### config.mk
export PLATFORM = sky130hd
export DESIGN_NAME = xgmii_rx_monitor
export DESIGN_NICKNAME = d
export VERILOG_FILES = /design/src/rtl/xgmii_pkg.sv /design/src/rtl/xgmii_word_decode.sv /design/src/rtl/xgmii_rx_monitor.sv
export SDC_FILE = /design/constraint.sdc
export NUM_CORES = 1
export LEC_CHECK = 0
export ABC_AREA = 0
export CORE_ASPECT_RATIO = 2
export CORE_MARGIN = 1.5
export CORE_UTILIZATION = 45
export CTS_CLUSTER_SIZE = 20
export DETAILED_ROUTE_END_ITERATION = 16
export GPL_ROUTABILITY_DRIVEN = 0
export PLACE_DENSITY_LB_ADDON = 0.25
export SETUP_SLACK_MARGIN = 0.5
export SYNTH_ARGS = -nofsm -noshare
export SYNTH_HDL_FRONTEND = slang
export SYNTH_SLANG_ARGS = --single-unit
### constraint.sdc
create_clock -name rx_clk -period 12.44 [get_ports rx_clk]
set_input_delay 1.244 -clock rx_clk [delete_from_list [all_inputs] [get_ports rx_clk]]
set_output_delay 1.244 -clock rx_clk [all_outputs]
set_load 0.01 [all_outputs]
### src/rtl/xgmii_pkg.sv
// Shared XGMII control codes, FSM state type and saturating-add helper
// for the receive monitor.
package xgmii_pkg;

  localparam logic [7:0] IDLE  = 8'h07;
  localparam logic [7:0] START = 8'hFB;
  localparam logic [7:0] TERM  = 8'hFD;
  localparam logic [7:0] ERROR = 8'hFE;
  localparam logic [7:0] PRE   = 8'h55;
  localparam logic [7:0] SFD   = 8'hD5;

  typedef enum logic {
    ST_IDLE  = 1'b0,
    ST_FRAME = 1'b1
  } rx_state_t;

  function automatic logic [15:0] sat_add16(input logic [15:0] a, input logic [15:0] b);
    logic [16:0] s;
    s = {1'b0, a} + {1'b0, b};
    return s[16] ? '1 : s[15:0];
  endfunction

endpackage

### src/rtl/xgmii_word_decode.sv
// Combinational per-word classifier: start/terminate detection, error and
// stray-control flags ahead of the terminate, idle check after it.
module xgmii_word_decode
  import xgmii_pkg::*;
(
  input  logic [63:0] rxd,
  input  logic [7:0]  rxc,
  output logic        start_lane0,
  output logic        start_other,
  output logic        term_valid,
  output logic [2:0]  term_lane,
  output logic        err_present,
  output logic        bad_ctrl,
  output logic        tail_idle_ok
);

  logic [7:0] w_lane;

  always_comb begin
    start_lane0  = rxc[0] && (rxd[7:0] == START);
    start_other  = 1'b0;
    term_valid   = 1'b0;
    term_lane    = '0;
    err_present  = 1'b0;
    bad_ctrl     = 1'b0;
    tail_idle_ok = 1'b1;
    w_lane       = '0;
    // Lanes before the first terminate are payload; lanes after it must be idle.
    for (int unsigned n = 0; n < 8; n++) begin
      w_lane = rxd[8*n +: 8];
      if (rxc[n]) begin
        if (n != 0 && w_lane == START)
          start_other = 1'b1;
        if (term_valid) begin
          if (w_lane != IDLE)
            tail_idle_ok = 1'b0;
        end else if (w_lane == TERM) begin
          term_valid = 1'b1;
          term_lane  = n[2:0];
        end else if (w_lane == ERROR) begin
          err_present = 1'b1;
        end else if (!(n == 0 && w_lane == START)) begin
          bad_ctrl = 1'b1;
        end
      end else if (term_valid) begin
        tail_idle_ok = 1'b0;
      end
    end
  end

endmodule

### src/rtl/xgmii_rx_monitor.sv
// XGMII receive frame monitor: framing FSM, length/validity checks and
// saturating statistics. Optional start-word preamble check: XGMII_RX_MON_PREAMBLE_CHECK_EN.
module xgmii_rx_monitor
  import xgmii_pkg::*;
#(
  parameter int unsigned MIN_FRAME_LEN = 64,
  parameter int unsigned MAX_FRAME_LEN = 1518
) (
  input  logic        rx_clk,
  input  logic        rx_rst,
  input  logic [63:0] xgmii_rxd,
  input  logic [7:0]  xgmii_rxc,
  input  logic        clr_stats,
  output logic        in_frame,
  output logic        frame_done,
  output logic        frame_bad,
  output logic [15:0] frame_len,
  output logic [31:0] good_count,
  output logic [31:0] bad_count,
  output logic [47:0] byte_count,
  output logic        framing_err
);

  logic       w_start_lane0, w_start_other, w_term_valid;
  logic [2:0] w_term_lane;
  logic       w_err_present, w_bad_ctrl, w_tail_idle_ok;

  xgmii_word_decode u_decode (
    .rxd          (xgmii_rxd),
    .rxc          (xgmii_rxc),
    .start_lane0  (w_start_lane0),
    .start_other  (w_start_other),
    .term_valid   (w_term_valid),
    .term_lane    (w_term_lane),
    .err_present  (w_err_present),
    .bad_ctrl     (w_bad_ctrl),
    .tail_idle_ok (w_tail_idle_ok)
  );

  rx_state_t   r_state, w_state_nxt;
  logic [15:0] r_len, w_len_nxt, w_term_len, w_end_len;
  logic        r_acc_bad, w_acc_bad_nxt;
  logic        w_end, w_end_bad, w_ferr, w_pre_bad;
  logic        r_frame_done, r_frame_bad, r_framing_err;
  logic [15:0] r_frame_len;
  logic [31:0] r_good, r_bad;
  logic [47:0] r_bytes;
  logic [48:0] w_byte_sum;

`ifdef XGMII_RX_MON_PREAMBLE_CHECK_EN
  assign w_pre_bad = !((xgmii_rxc[7:1] == 7'd0) && (xgmii_rxd[63:8] == {SFD, {6{PRE}}}));
`else
  assign w_pre_bad = 1'b0;
`endif

  assign w_term_len = sat_add16(r_len, {13'd0, w_term_lane});

  always_comb begin
    w_state_nxt   = r_state;
    w_len_nxt     = r_len;
    w_acc_bad_nxt = r_acc_bad;
    w_end         = 1'b0;
    w_end_bad     = 1'b0;
    w_end_len     = r_len;
    w_ferr        = w_start_other;
    case (r_state)
      ST_IDLE: begin
        if (w_start_lane0) begin
          w_state_nxt   = ST_FRAME;
          w_len_nxt     = '0;
          w_acc_bad_nxt = w_pre_bad;
        end else if (w_term_valid) begin
          w_ferr = 1'b1;
        end
      end
      ST_FRAME: begin
        if (w_start_lane0) begin
          // Restart: close the current frame as bad and open the next one.
          w_end         = 1'b1;
          w_end_bad     = 1'b1;
          w_len_nxt     = '0;
          w_acc_bad_nxt = w_pre_bad;
        end else if (w_term_valid) begin
          w_end       = 1'b1;
          w_end_len   = w_term_len;
          w_end_bad   = r_acc_bad || w_err_present || w_bad_ctrl || !w_tail_idle_ok
                        || ({16'd0, w_term_len} < MIN_FRAME_LEN)
                        || ({16'd0, w_term_len} > MAX_FRAME_LEN);
          w_state_nxt = ST_IDLE;
        end else begin
          w_len_nxt     = sat_add16(r_len, 16'd8);
          w_acc_bad_nxt = r_acc_bad || w_err_present || w_bad_ctrl;
        end
      end
      default: w_state_nxt = ST_IDLE;
    endcase
  end

  always_ff @(posedge rx_clk) begin
    if (rx_rst) begin
      r_state       <= ST_IDLE;
      r_len         <= '0;
      r_acc_bad     <= 1'b0;
      r_frame_done  <= 1'b0;
      r_frame_bad   <= 1'b0;
      r_frame_len   <= '0;
      r_framing_err <= 1'b0;
    end else begin
      r_state       <= w_state_nxt;
      r_len         <= w_len_nxt;
      r_acc_bad     <= w_acc_bad_nxt;
      r_frame_done  <= w_end;
      r_framing_err <= w_ferr;
      if (w_end) begin
        r_frame_bad <= w_end_bad;
        r_frame_len <= w_end_len;
      end
    end
  end

  assign w_byte_sum = {1'b0, r_bytes} + {33'd0, w_end_len};

  always_ff @(posedge rx_clk) begin
    if (rx_rst || clr_stats) begin
      r_good  <= '0;
      r_bad   <= '0;
      r_bytes <= '0;
    end else if (w_end) begin
      if (w_end_bad) begin
        if (r_bad != '1)
          r_bad <= r_bad + 32'd1;
      end else begin
        if (r_good != '1)
          r_good <= r_good + 32'd1;
        r_bytes <= w_byte_sum[48] ? '1 : w_byte_sum[47:0];
      end
    end
  end

  assign in_frame    = (r_state == ST_FRAME);
  assign frame_done  = r_frame_done;
  assign frame_bad   = r_frame_bad;
  assign frame_len   = r_frame_len;
  assign good_count  = r_good;
  assign bad_count   = r_bad;
  assign byte_count  = r_bytes;
  assign framing_err = r_framing_err;

endmodule

==> summary.md <==
| Metric | Value |
|---|---|
| Rel. slew slack | `21.1%` |
| CP endpoint kind | `flip-flop` |
| PwrDens | `86.3 mW/mm^2` |
| Wire length of the first global-routing pass | `46400 um` |
| Top cells by area, synth | `dfxtp_1, a21oi_1, nand2_1` |
| Max-cap viol count | `0` |
| Final period util | `69.4%` |
| Overall routed net length | `29300 um` |
| Number of buffers created by CTS | `17` |
| Clock buffer depth | `2` |
| Mapped Area | `0.00920 mm^2` |
| Crit path from | `xgmii_rxd[62]` |
| TritonCTS Sinks | `147` |
| Fillers | `1831` |
| CP Data Arrival Time | `8.97 ns` |
| Area delta synth->final | `30.9%` |
| Max stage delay on crit path | `0.94 ns` |
| Area leader, netlist | `dfxtp_1` |
| Status | `finished, final reports clean` |
| Die area | `0.0214 mm^2` |
| Min Hold Slack | `0.454 ns` |
| Post-CTS Setup Inserts | `0` |
| Final worst path period need | `8.63 ns` |
| Crit Path Max Fanout | `19` |
| CTS Hold Bufs | `0` |
| RSZ-0062 raised after global routing | `false` |
| Async set-reset flop share out of synthesis | `0%` |
| Final TNS setup | `0 ns` |
| Cell Area, Placed | `0.0115 mm^2` |
| Fin. max-slew vios | `0` |
| Setup Crit Path Kind | `input port to flip-flop` |
| Power Total | `0.00104 W` |
| Reg clk slew, reported paths | `0.06 ns` |
| Netlist cell types | `75` |
| Core area | `0.0200 mm^2` |
| H-tree Lvls | `4` |
| #FFs+latches synth | `147` |
| Worst path required time | `12.78 ns` |
| Worst IR Drop VDD | `0.0000794 V` |
| DR WL/cell | `17.7 um` |
| Syn nets | `1304` |
| Hold WC Path Type | `flip-flop to flip-flop` |
| Count of input and output buffers | `206` |
| FP Rows | `73` |
| Count leader, synth | `dfxtp_1` |
| F_max | `0.116 GHz` |
| Post-DP HPWL | `22100 um` |
| Die Span X | `104 um` |
| Mean Syn Cell Area | `7.64 um^2` |
| Synth Warn # | `0` |
| Number of vias per cell | `6.11` |
| Remaining routing DRC violations | `0` |
| Most frequent cells after synthesis | `dfxtp_1, nand2_1, a21oi_1` |
| Final count of negative-setup-slack endpoints | `0` |
| Vias in the first global route | `9488` |
| TritonCTS clock tree | `done` |
| Antenna violations before repair | `0` |
| Grt ovf | `0` |
| Multi-input logic area | `0.00587 mm^2` |
| Share of cells above drive strength 1 | `5.54%` |
| Final hold violations | `0` |
| Final #Nets | `1476` |
| Critical Path Source Type | `input port` |
| Initial core utilization | `46.0%` |
| Number of synthesized flops with an enable pin | `0` |
| Startpoint of the worst hold path | `frame_len[4]$_SDFFE_PP0P_` |
| Register area | `0.00294 mm^2` |
| Post-layout util | `60.2%` |
| GR Util All Layers | `26.9%` |
| Die span in y | `205 um` |
| Syn Inst Count | `1205` |
| Largest net degree at the start of global routing | `57` |
| Post-route cell area | `0.0120 mm^2` |
| DR pass1 iterations | `5` |
| Diodes inserted | `0` |
| Register area share after synthesis | `32.0%` |
| Root Driver | `clkbuf_16` |
| DR vias | `10.1k` |
| Antenna-violating nets left | `0` |
| Setup Skew | `0.0106 ns` |
| Main synth FF type | `dfxtp_1` |
| R2r startpoint | `r_len[1]$_SDFFE_PP0P_` |
| Post_cts resized | `0` |
| Slowest-stage cell, CP | `nor3_1` |
| Num ports | `207` |
| Initial DRC Count | `645` |
| Post-synth top area share | `32.0%` |
| Clock Latency Late Sink | `0.43 ns` |
| Leak | `3.80 nW` |
| Worst Tran Pin Value | `1.16 ns` |
final cells by class:
| cell class | count | share of cell area [%] |
|---|---|---|
| clock inverters | 14 | 1.27 |
| multi-input cells | 953 | 48.7 |
| well taps | 262 | 2.72 |
| flip-flops and latches | 147 | 24.4 |
| inverters | 37 | 1.15 |
| clock buffers | 18 | 3.64 |
| repair buffers | 221 | 18.0 |
layer usage:
| metal | global-route usage [%] | share of wire (%) |
|---|---|---|
| met3 | 4.40 | 4.8 |
| met5 | 0 | 0 |
| met1 | 27.0 | 36 |
| met2 | 52.3 | 55 |
| met4 | 14.4 | 4.3 |
layout by cell type, fill, tap and decap left out, drive strengths merged, types with 5 or more instances in the layout:
cell type / Yosys / layout
buf: 11 / 15
and4: 15 / 15
a31oi: 13 / 13
ha: 22 / 22
dfxtp: 147 / 147
nor2: 96 / 96
or4: 31 / 31
o21ai: 64 / 64
mux2i: 17 / 17
nand2: 123 / 123
nand4: 37 / 37
nor4: 37 / 37
and3: 24 / 24
o31ai: 28 / 28
nand3: 53 / 53
a311oi: 10 / 10
xor2: 5 / 5
nand2b: 11 / 11
or2: 7 / 7
clkdlybuf4s50: 0 / 206
and2: 10 / 10
inv: 37 / 40
a21oi: 103 / 103
o311ai: 5 / 5
a21o: 5 / 5
a211oi: 23 / 23
nor3: 50 / 50
nor3b: 5 / 5
xnor2: 31 / 31
clkbuf: 57 / 18
o21a: 6 / 6
clkinv: 0 / 5
nand3b: 5 / 5
nor2b: 6 / 6
or3: 47 / 47
registers in the layout, indices dropped and copies added (netlist names):
register     count
good_count      32
bad_count       32
framing_err      1
r_len           14
frame_done       1
byte_count      48
in_frame         1
r_acc_bad        1
frame_len       16
frame_bad        1
through the flow:
stage	setup WS, ns	cells
2_1_floorplan	5.74	1205
3_3_place_gp	3.67	1620
3_5_place_dp	3.45	1620
4_1_cts	3.89	1652
5_1_grt	3.11	1652
6_report	3.81	1652
critical path, delay by kind of cell:
family	cells	cell delay (ns)
and+or+nand+nor	12	4.13
AOI/OAI and AO/OA	8	1.73
adders and majority gates	4	1.24
buffers and inverters	3	0.62
cells by family (layout without fill, tap and decap cells):
group | Yosys count | after routing | share of synthesized area, %
fa+ha+maj | 24 | 24 | 3.43
simple gates | 572 | 572 | 33.4
buf+inv | 105 | 290 | 4.54
compound gates | 303 | 303 | 21.2
mux | 18 | 18 | 1.97
xor+xnor | 36 | 36 | 3.43
flops | 147 | 147 | 32.0
final timing paths:
check / endpoint / slack, ns / cells past startpoint
hold / removal: frame_len[4]$_SDFFE_PP0P_ / 0.45 / 2
hold reg to reg: frame_len[4]$_SDFFE_PP0P_ / 0.45 / 2
setup / recovery: byte_count[25]$_SDFFE_PP0P_ / 3.81 / 27
setup reg to reg: byte_count[25]$_SDFFE_PP0P_ / 6.11 / 20
where the power goes:
| part | switching, W | internal (W) |
|---|---|---|
| Combinational | 0.0000227 | 0.0000268 |
| Clock | 0.000217 | 0.000302 |
| Sequential | 0.0000000935 | 0.000471 |
| Total | 0.000240 | 0.000800 |
No activity file was read; power rests on OpenSTA's default activity.
